## src/rtl/cla_sub_pipe.sv

```systemverilog
// Two-stage pipelined carry-lookahead subtractor (d = a - b - bin) with valid/ready on both sides.
// Optional saturating mode under `CLA_SUB_SAT_EN: a borrowing result loads d = 0.
module cla_sub_pipe #(
    parameter int unsigned NBIT = 7
) (
    input  logic            clk,
    input  logic            rst_n,
    input  logic            in_valid,
    output logic            in_ready,
    input  logic [NBIT-1:0] a,
    input  logic [NBIT-1:0] b,
    input  logic            bin,
    output logic            out_valid,
    input  logic            out_ready,
    output logic [NBIT-1:0] d,
    output logic            bout,
    output logic            busy
);

    localparam int unsigned LO_W = NBIT / 2;
    localparam int unsigned HI_W = NBIT - LO_W;

    logic            s1_valid;
    logic [LO_W-1:0] s1_d_lo;
    logic            s1_c;
    logic [HI_W-1:0] s1_a_hi;
    logic [HI_W-1:0] s1_nb_hi;
    logic            s2_valid;

    logic            s1_load;
    logic            s2_load;

    // Handshake: stage 2 takes stage 1 whenever its slot is empty or draining.
    assign s2_load   = s1_valid & (~s2_valid | out_ready);
    assign in_ready  = ~s1_valid | s2_load;
    assign s1_load   = in_valid & in_ready;
    assign out_valid = s2_valid;
    assign busy      = s1_valid | s2_valid;

    // Low half: a + ~b + ~bin via generate/propagate ripple of lookahead terms.
    logic [LO_W-1:0] nb_lo;
    logic [LO_W-1:0] g_lo;
    logic [LO_W-1:0] p_lo;
    logic [LO_W-1:0] sum_lo;
    logic [LO_W:0]   c_lo;

    always_comb begin
        nb_lo   = ~b[LO_W-1:0];
        g_lo    = a[LO_W-1:0] & nb_lo;
        p_lo    = a[LO_W-1:0] ^ nb_lo;
        c_lo    = '0;
        c_lo[0] = ~bin;
        for (int unsigned i = 0; i < LO_W; i++) begin
            c_lo[i+1] = g_lo[i] | (p_lo[i] & c_lo[i]);
        end
        sum_lo = p_lo ^ c_lo[LO_W-1:0];
    end

    // High half from registered operands and the registered inter-half carry.
    logic [HI_W-1:0] g_hi;
    logic [HI_W-1:0] p_hi;
    logic [HI_W-1:0] sum_hi;
    logic [HI_W:0]   c_hi;
    logic            borrow;
    logic [NBIT-1:0] d_next;

    always_comb begin
        g_hi    = s1_a_hi & s1_nb_hi;
        p_hi    = s1_a_hi ^ s1_nb_hi;
        c_hi    = '0;
        c_hi[0] = s1_c;
        for (int unsigned i = 0; i < HI_W; i++) begin
            c_hi[i+1] = g_hi[i] | (p_hi[i] & c_hi[i]);
        end
        sum_hi = p_hi ^ c_hi[HI_W-1:0];
        borrow = ~c_hi[HI_W];
`ifdef CLA_SUB_SAT_EN
        d_next = borrow ? '0 : {sum_hi, s1_d_lo};
`else
        d_next = {sum_hi, s1_d_lo};
`endif
    end

    // Stage 1 registers.
    always_ff @(posedge clk or negedge rst_n) begin
        if (!rst_n) begin
            s1_valid <= 1'b0;
            s1_d_lo  <= '0;
            s1_c     <= 1'b0;
            s1_a_hi  <= '0;
            s1_nb_hi <= '0;
        end else if (s1_load) begin
            s1_valid <= 1'b1;
            s1_d_lo  <= sum_lo;
            s1_c     <= c_lo[LO_W];
            s1_a_hi  <= a[NBIT-1:LO_W];
            s1_nb_hi <= ~b[NBIT-1:LO_W];
        end else if (s2_load) begin
            s1_valid <= 1'b0;
        end
    end

    // Stage 2 registers drive the outputs directly.
    always_ff @(posedge clk or negedge rst_n) begin
        if (!rst_n) begin
            s2_valid <= 1'b0;
            d        <= '0;
            bout     <= 1'b0;
        end else if (s2_load) begin
            s2_valid <= 1'b1;
            d        <= d_next;
            bout     <= borrow;
        end else if (out_ready) begin
            s2_valid <= 1'b0;
        end
    end

endmodule

```

## config.mk

```make
export PLATFORM = sky130hd
export DESIGN_NAME = cla_sub_pipe
export DESIGN_NICKNAME = d
export VERILOG_FILES = /design/src/rtl/cla_sub_pipe.sv
export SDC_FILE = /design/constraint.sdc
export NUM_CORES = 1
export LEC_CHECK = 0
export CAP_MARGIN = 20
export CORE_MARGIN = 2
export CORE_UTILIZATION = 30
export CTS_CLUSTER_SIZE = 25
export DETAILED_ROUTE_END_ITERATION = 10
export GPL_ROUTABILITY_DRIVEN = 0
export SLEW_MARGIN = 0
export SYNTH_ARGS = -nofsm -noshare
export SYNTH_HDL_FRONTEND = slang
export SYNTH_SLANG_ARGS = --single-unit
```

## constraint.sdc

```tcl
create_clock -name clk -period 3.3 [get_ports clk]
set_clock_uncertainty 0.15 [all_clocks]
set_input_delay 0.66 -clock clk [delete_from_list [all_inputs] [get_ports clk]]
set_output_delay 0.66 -clock clk [all_outputs]
set_load 0.02 [all_outputs]
```

==> results.json, run 1 <==
{
  "yosys.area.top_type_share_pct": 51.89,
  "core_mm2": 0.003363,
  "synth_area_leaders": "dfrtp_1, fa_1, mux2_2",
  "start_util_pct": 31.55,
  "yosysTopAreaCell": "dfrtp_1",
  "cp_common_cell": "clkdlybuf4s50_1",
  "wirelength_um": 1806,
  "cts_htree_levels": 1,
  "synthCells": 72,
  "yosysMostFrequentCell": "dfrtp_1",
  "max_freq_ghz": 0.3670,
  "crit_path_end_kind": "output pin",
  "power_frac_clock_pct": 14.6,
  "cap_violations": 0,
  "fp.dieH_um": 63.47,
  "synth.avg_cell_area_um2": 14.74,
  "post_cts_buffers": 0,
  "hpwlAfterDp_um": 1372,
  "internal_power_w": 0.0005646,
  "cp_slowest_cell": "clkdlybuf4s50_1",
  "drt_iter0_drc": 6,
  "slew_headroom_pct": 82.44,
  "yosysWarnings": 0,
  "fin_nets": 132,
  "cts.clk_slew.worst_paths_ns": 0.12,
  "synth_common_cells": "dfrtp_1, inv_1, fa_1, mux2_2, mux2i_1",
  "ios": 30,
  "grt.total_usage_pct": 10.20,
  "cp_top_family": "buffers and inverters",
  "syn_nets": 98,
  "wl_per_cell_um": 12.04,
  "path_class": "in -> out",
  "grt_first_pass_wirelength_um": 3118,
  "ys_seq_area_share_pct": 51.89,
  "grt_max_degree": 23,
  "cts_resized": 0,
  "p_switching_w": 0.0002613,
  "sw_frac_of_total_pct": 31.64,
  "ys_seq_elements": 22,
  "root_buffer": "clkbuf_4",
  "vdd_drop_max_v": 0.0002182,
  "die-width_um": 63.47,
  "n_antenna_cell": 0,
  "top_layer": "met4",
  "ctsLongestPathBuffers": 2,
  "grt_remaining_overflow": 0,
  "worst_pin_slew_ns": 0.2624,
  "post-route-period-util_pct": 82.56,
  "fp-row-count": 21,
  "pre_cts_ws_ns": 0.3008,
  "hold_buffers": 0,
  "ys.flop_type": "dfrtp_1",
  "drt_drc_violations_left": 0,
  "setup_violations": 0,
  "cp.arrival_ns": 1.91,
  "first_pass_iters": 4,
  "status": "finished, final reports clean",
  "grt_pass1_vias": 674,
  "clk_latency_ns": 0.30,
  "drt-met1-wl_um": 757,
  "antenna_found_initial": 0,
  "async_flop_share_pct": 100.0,
  "worstPathMaxFanout": 5,
  "mappedNetlistArea_mm2": 0.001061,
  "wl_met2_um": 954,
  "ant_nets": 0,
  "critPathBufInv": 2,
  "power_density_mw_per_mm2": 574.0,
  "viasPerCell": 4.113,
  "p_seq_share_pct": 46.3,
  "met3_length_um": 86,
  "synth-edff-count": 0,
  "dieArea_mm2": 0.004028,
  "hold_viol_final": 0,
  "pwr-share-comb_pct": 39.1,
  "leakage_nw": 0.6735,
  "cts_tree": "yes",
  "rsz0062_at_grt": "false",
  "area_growth_pct": 35.61,
  "slowest_delay_ns": 0.61,
  "yosysUniqueCellTypes": 14,
  "clock-sinks": 22,
  "placed_area_mm2": 0.001389,
  "worst_setup_path_start_kind": "input pin",
  "cp.required_ns": 2.49,
  "port_buffers": 29,
  "fin_area_mm2": 0.001439,
  "hp-class": "reg -> reg",
  "fin_ws_ns": 0.5754,
  "fin_crit_ns": 2.725,
  "drive_gt1_share_pct": 19.23,
  "fin_setup_tns_ns": 0,
  "slew_violations": 0,
  "whs_ns": 0.3700,
  "cp_cell_sequence": "clkdlybuf4s50_1 -> nand3b_4 -> clkdlybuf4s50_1",
  "vias": 617,
  "numCtsBuffers": 3
}
==> metal layers <==
| layer | track usage [%] | vias up |
|---|---|---|
| li1 | - | 292 |
| met1 | 13.25 | 306 |
| met2 | 16.45 | 17 |
| met3 | 2.321 | 2 |
| met4 | 4.076 | 0 |
| met5 | 0 | - |
==> final cells by class <==
cell class,count,area (µm²)
repair buffers,30,317.8
clock buffers,3,22.52
inverters,14,52.55
fillers,350,1924
well taps,46,57.56
flip-flops and latches,22,550.5
multi-input cells,35,437.9
==> power by group through the flow <==
stage / Sequential (W) / Clock [W] / Combinational, W
floorplan: 0.000440 / 0 / 0.000124
global placement: 0.000388 / 0 / 0.000318
detailed placement: 0.000390 / 0 / 0.000326
CTS: 0.000385 / 0.000126 / 0.000327
global route: 0.000394 / 0.000139 / 0.000353
finish: 0.000382 / 0.000121 / 0.000323
==> layout by cell type (no fill, tap or decap), drive strengths merged <==
cell / n
inv: 14
a21oi: 1
mux2: 12
or2: 1
clkdlybuf4s50: 29
nand2: 2
nand3b: 1
fa: 7
nand2b: 3
mux2i: 7
buf: 1
a31oi: 1
dfrtp: 22
clkbuf: 3
==> logic make-up after synthesis <==
kind of cell	after synthesis	share of synthesized area (%)
adder cells (fa/ha/maj)	7	13.21
flip-flops	22	51.89
buffers and inverters	15	6.840
AO/OA/AOI/OAI	2	1.061
multiplexers	19	21.11
AND/OR/NAND/NOR	7	5.897
==> flip-flops by register name, summed over array words and instances (netlist names) <==
name and count:
bout 1, d 7, out_valid 1, s1_a_hi 4
s1_c 1, s1_d_lo 3, s1_nb_hi 4, s1_valid 1
==> path summary, 6_finish.rpt <==
| check | endpoint | startpoint | slack (ns) | cells past startpoint |
|---|---|---|---|---|
| worst min register to register | d[5] | d[5] | 0.37 | 1 |
| worst max register to register | d[6] | s1_c | 0.87 | 7 |
| min in group asynchronous | s1_d_lo[2] | rst_n | 0.42 | 1 |
| max in group asynchronous | s1_d_lo[0] | rst_n | 2.21 | 2 |
| worst min-delay path | d[5] | d[5] | 0.37 | 1 |
| worst max-delay path | in_ready | out_ready | 0.58 | 3 |
==> metrics by stage <==
step                utilization (%)  instances  total power (W)
floorplan                         -         72        0.0005646
global placement              41.29        146        0.0007061
detailed placement            41.29        146        0.0007157
CTS                           41.96        149        0.0008374
global route                  42.78        150        0.0008869
finish                        42.78        150        0.0008259
Power figures use the tool's default switching activity.
==> run 2, diff against run 1 <==
==> constraint.sdc (replaced) <==
create_clock -name clk -period 2.4 [get_ports clk]
set_clock_uncertainty 0.15 [all_clocks]
set_input_delay 0.48 -clock clk [delete_from_list [all_inputs] [get_ports clk]]
set_output_delay 0.48 -clock clk [all_outputs]
set_load 0.02 [all_outputs]
==> run 2 against run 1 <==
- worst setup slack got worse by 0.51 ns
- critical endpoint is now s1_d_lo[2]
- clock power increased by 37%
- routed wire length is 2.0% lower
- global-route usage is 0.37 points lower
- register-to-register slack worse by 0.81 ns
==> results.json, run 2 (synthesis results as in run 1) <==
{
  "status": "finished, final reports clean",
  "fp.dieH_um": 63.47,
  "hold_viol_final": 0,
  "fp-row-count": 21,
  "leakage_nw": 0.6781,
  "ios": 30,
  "slew_violations": 0,
  "r2r_slack_ns": 0.06,
  "fin_area_mm2": 0.001459,
  "final_common_cell": "clkdlybuf4s50_1",
  "area_growth_pct": 37.50,
  "power_density_mw_per_mm2": 788.8,
  "rr_worst_depth": 7,
  "cp_top_family": "adder cells",
  "wirelength_um": 1770,
  "hp-class": "in -> async",
  "max_freq_ghz": 0.4277,
  "grt.total_usage_pct": 9.829,
  "fin_setup_tns_ns": 0,
  "cp.arrival_ns": 2.40,
  "grt_first_pass_wirelength_um": 2994,
  "r2r-end": "d[6]",
  "crit_path_end_kind": "flop",
  "port_buffers": 29,
  "start_util_pct": 31.55,
  "critPathBufInv": 3,
  "cp-startpoint": "a[0]",
  "setup_violations": 0,
  "slowest_delay_ns": 0.45,
  "placed_area_mm2": 0.001419,
  "clock-sinks": 22,
  "viasPerCell": 4.149,
  "wl_per_cell_um": 11.49,
  "numCtsBuffers": 3,
  "hpwlAfterDp_um": 1309,
  "antenna_found_initial": 0,
  "core_mm2": 0.003363,
  "first_pass_iters": 2,
  "post-route-period-util_pct": 97.42,
  "cap_violations": 0,
  "vias": 639,
  "vdd_drop_max_v": 0.0002853,
  "clk_latency_ns": 0.31,
  "cts_tree": "yes",
  "grt_max_degree": 23,
  "fillers": 359,
  "worst_setup_path_start_kind": "input pin",
  "cp_common_cell": "fa_2",
  "cts.clk_slew.worst_paths_ns": 0.12,
  "fin_crit_ns": 2.338,
  "root_buffer": "clkbuf_4",
  "drive_gt1_share_pct": 28.70,
  "cp_slowest_cell": "clkdlybuf4s50_1",
  "largest_reg_flops": 7,
  "worstPathMaxFanout": 1,
  "slew_headroom_pct": 81.63,
  "dieArea_mm2": 0.004028,
  "grt_pass1_vias": 699,
  "r2r_start": "s1_c",
  "hold_buffers": 0,
  "cp.required_ns": 2.46,
  "grt_remaining_overflow": 0,
  "ant_nets": 0,
  "fin_nets": 136,
  "path_class": "in -> reg",
  "rsz0062_at_grt": "false",
  "whs_ns": 0.3457,
  "top_register": "d",
  "die-width_um": 63.47,
  "reg.largest.list": "d (7), s1_a_hi (4), s1_nb_hi (4)",
  "ctsLongestPathBuffers": 2,
  "cts_htree_levels": 1,
  "n_antenna_cell": 0,
  "cp_cell_sequence": "clkdlybuf4s50_1 -> inv_1 -> fa_2 -> fa_2 -> inv_2 -> fa_1 -> mux2_4",
  "cp.depth": 7,
  "layout_common_cells": "clkdlybuf4s50_1, dfrtp_1, inv_1",
  "drt_iter0_drc": 2,
  "worst_pin_slew_ns": 0.2756,
  "drt_drc_violations_left": 0
}
run 2: cell count changes in the layout (fill, tap and decap cells not counted), sizes merged:
cell  delta
buf      +4
run 2: worst register-to-register path, stage by stage, from the launching register on:
cell and delay, ns:
dfrtp_1 0.42, inv_2 0.07, fa_1 0.17, inv_1 0.06, fa_2 0.34, fa_2 0.34, fa_1 0.42, mux2_2 0.26
run 2: final cells by class:
cell class,count,area [µm²],share of cell area [%]
multi-input combinational,35,447.9,30.70
clock buffer,3,22.52,1.544
timing repair buffer,34,327.8,22.47
tap,46,57.56,3.945
inverter,14,52.55,3.602
sequential,22,550.5,37.74
run 2: how the worst max path moves through the flow:
| stage | end | slack [ns] |
|---|---|---|
| 3_5_place_dp | s1_d_lo[2] | -0.44 |
| 6_report | s1_d_lo[2] | 0.06 |
| 3_3_place_gp | s1_d_lo[2] | -0.39 |
| 2_1_floorplan | d[6] | 0.08 |
| 4_1_cts | s1_d_lo[2] | 0.01 |
| 5_1_grt | d[6] | 0.002 |
run 2: timing repair:
action,4_1_cts,5_1_grt
setup endpoints to repair,2,2
pin swaps,3,1
gates resized for setup,5,2
buffers inserted,0,1
gates cloned,0,0
run 2: power by group:
group	internal, W	total [W]	leakage [nW]	switching, W
Sequential	0.000470	0.000528	0.254	0.0000585
Combinational	0.000260	0.000456	0.410	0.000196
Clock	0.0000586	0.000166	0.0138	0.000108
run 2: stage by stage:
| step | utilization [%] | instances | total power [W] | setup slack (ns) |
|---|---|---|---|---|
| floorplan | - | 72 | 0.0007764 | 0.08178 |
| global placement | 42.19 | 150 | 0.0009826 | -0.3925 |
| detailed placement | 42.19 | 150 | 0.0009937 | -0.4414 |
| CTS | 43.15 | 153 | 0.001162 | 0.01341 |
| global route | 43.38 | 154 | 0.001231 | 0.002231 |
| finish | 43.38 | 154 | 0.001151 | 0.06192 |
run 2: metal layers:
layer | up-vias | global-route usage [%] | wire, µm
met5 | - | 0 | 0
met4 | 0 | 5.707 | 28
met3 | 4 | 2.500 | 94
met2 | 19 | 15.79 | 870
met1 | 318 | 11.91 | 777
li1 | 298 | - | -
==> run 3, diff against run 2 <==
--- a/config.mk
+++ b/config.mk
@@ -6,7 +6,6 @@
 export NUM_CORES = 1
 export LEC_CHECK = 0
 export CAP_MARGIN = 20
-export CORE_MARGIN = 2
 export CORE_UTILIZATION = 30
 export CTS_CLUSTER_SIZE = 25
 export DETAILED_ROUTE_END_ITERATION = 10
==> constraint.sdc (replaced) <==
create_clock -name clk -period 2.25 [get_ports clk]
set_clock_uncertainty 0.15 [all_clocks]
set_input_delay 0.45 -clock clk [delete_from_list [all_inputs] [get_ports clk]]
set_output_delay 0.45 -clock clk [all_outputs]
set_load 0.02 [all_outputs]
==> run 3 against run 2 <==
- the flow now finishes with violations (setup timing)
- die area decreased by 6.2%
- total power increased by 7.4%
- utilization increased by 0.33 points
- sequential share of layout area decreased by 0.29 points
- worst hold slack got worse by 0.024 ns
- critical endpoint is now d[6]
- largest cell class unchanged
- highest routed layer unchanged
==> results.json, run 3 (synthesis results as in run 1) <==
{
  "cp_common_cell": "fa_2",
  "slew_violations": 0,
  "p_seq_share_pct": 45.8,
  "cp_slowest_cell": "fa_1",
  "port_buffers": 29,
  "wl_per_cell_um": 11.86,
  "die-width_um": 61.47,
  "fillers": 360,
  "fin_area_mm2": 0.001470,
  "fin_ws_ns": -0.08238,
  "power_frac_clock_pct": 14.6,
  "numCtsBuffers": 3,
  "hold_viol_final": 0,
  "multiInputGateArea_um2": 450.4,
  "fp.dieH_um": 61.47,
  "cp.arrival_ns": 2.39,
  "grt.total_usage_pct": 11.52,
  "cp.required_ns": 2.31,
  "root_buffer": "clkbuf_4",
  "fin_nets": 136,
  "pwr-share-comb_pct": 39.6,
  "cts_tree": "yes",
  "post-route-period-util_pct": 103.7,
  "grt_first_pass_wirelength_um": 3042,
  "worst_setup_path_start_kind": "flop",
  "max_freq_ghz": 0.4287,
  "first_pass_iters": 3,
  "path_class": "reg -> reg",
  "critPathBufInv": 2,
  "viasPerCell": 4.208,
  "top_register": "d",
  "worst_pin_slew_ns": 0.2843,
  "grt_pass1_vias": 683,
  "n_antenna_cell": 0,
  "reg.largest.list": "d (7), s1_a_hi (4), s1_nb_hi (4)",
  "crit_path_end_kind": "flop",
  "sw_frac_of_total_pct": 31.96,
  "fp-row-count": 21,
  "power_density_mw_per_mm2": 840.5,
  "ios": 30,
  "hpwlAfterDp_um": 1338,
  "wirelength_um": 1826,
  "setup_violations": 1,
  "hold_buffers": 0,
  "violations": "setup timing",
  "vias": 648,
  "largest_reg_flops": 7,
  "p_switching_w": 0.0003949,
  "placed_area_mm2": 0.001426,
  "fin_crit_ns": 2.332,
  "final_common_cell": "clkdlybuf4s50_1",
  "cp_cell_sequence": "inv_2 -> fa_2 -> inv_1 -> fa_2 -> fa_2 -> fa_1 -> mux2_2",
  "grt_remaining_overflow": 0,
  "core_mm2": 0.003363,
  "slew_headroom_pct": 81.04,
  "clk_latency_ns": 0.31,
  "internal_power_w": 0.0008408,
  "grt_max_degree": 23,
  "ant_nets": 0,
  "cap_violations": 0,
  "cts.clk_slew.worst_paths_ns": 0.12,
  "cts_htree_levels": 1,
  "antenna_found_initial": 0,
  "status": "finished, violations left",
  "leakage_nw": 0.7034,
  "slowest_delay_ns": 0.44,
  "post-route-util_pct": 43.71,
  "ctsLongestPathBuffers": 2,
  "rsz0062_at_grt": "true",
  "drt_drc_violations_left": 0,
  "drt_iter0_drc": 2,
  "worstPathMaxFanout": 2,
  "cp_top_family": "adder cells",
  "vdd_drop_max_v": 0.0003012,
  "hp-class": "in -> async",
  "dieArea_mm2": 0.003779,
  "area_growth_pct": 38.56,
  "start_util_pct": 31.55,
  "layout_common_cells": "clkdlybuf4s50_1, dfrtp_1, inv_1",
  "drive_gt1_share_pct": 31.48,
  "seq_area_um2": 550.5,
  "clock-sinks": 22
}
==> run 3: worst paths after layout <==
kind	slack, ns	to	start	cells past startpoint
setup / recovery	-0.08	d[6]	s1_c	7
hold / removal	0.32	s1_d_lo[1]	rst_n	2
setup reg to reg	-0.08	d[6]	s1_c	7
hold reg to reg	0.37	d[5]	d[5]	1
max in group asynchronous	1.40	s1_nb_hi[1]	rst_n	2
min in group clk	0.37	d[5]	d[5]	1
==> run 3: cell type report <==
type,instances,area share (%)
inverters,14,3.574
clock buffers,3,1.532
repair buffers,34,22.89
flip-flops and latches,22,37.45
multi-input cells,35,30.64
well taps,46,3.915
==> run 3: per-layer routing <==
metal | wire, µm | global-route usage (%) | vias to the layer above
met5 | 0 | 0 | -
met4 | 40 | 6.667 | 0
met3 | 94 | 2.521 | 5
met2 | 870 | 17.08 | 22
met1 | 820 | 15.59 | 325
li1 | - | - | 296
==> run 3: power by group through the flow <==
stage / sequential, W / clock [W] / combinational, W
floorplan: 0.000647 / 0 / 0.000184
global placement: 0.000570 / 0 / 0.000482
detailed placement: 0.000573 / 0 / 0.000490
CTS: 0.000566 / 0.000187 / 0.000497
global route: 0.000581 / 0.000201 / 0.000540
finish: 0.000566 / 0.000180 / 0.000490
==> run 3: stage by stage <==
step | setup TNS, ns | hold slack [ns] | power (W) | std cells | worst slack, ns
2_1_floorplan | 0 | 0.004409 | 0.0008312 | 72 | 0.01321
3_3_place_gp | -0.5729 | 0.3373 | 0.001052 | 150 | -0.4591
3_5_place_dp | -0.6868 | 0.3444 | 0.001063 | 150 | -0.5307
4_1_cts | -0.1693 | 0.3274 | 0.001250 | 154 | -0.1033
5_1_grt | -0.1588 | 0.3409 | 0.001323 | 154 | -0.1588
6_report | -0.08238 | 0.3214 | 0.001236 | 154 | -0.08238
==> run 3: repair_timing <==
item,in CTS,in global routing
buffers inserted,1,0
pin swaps,1,2
endpoints found under the setup margin,3,3
resized for setup,3,9
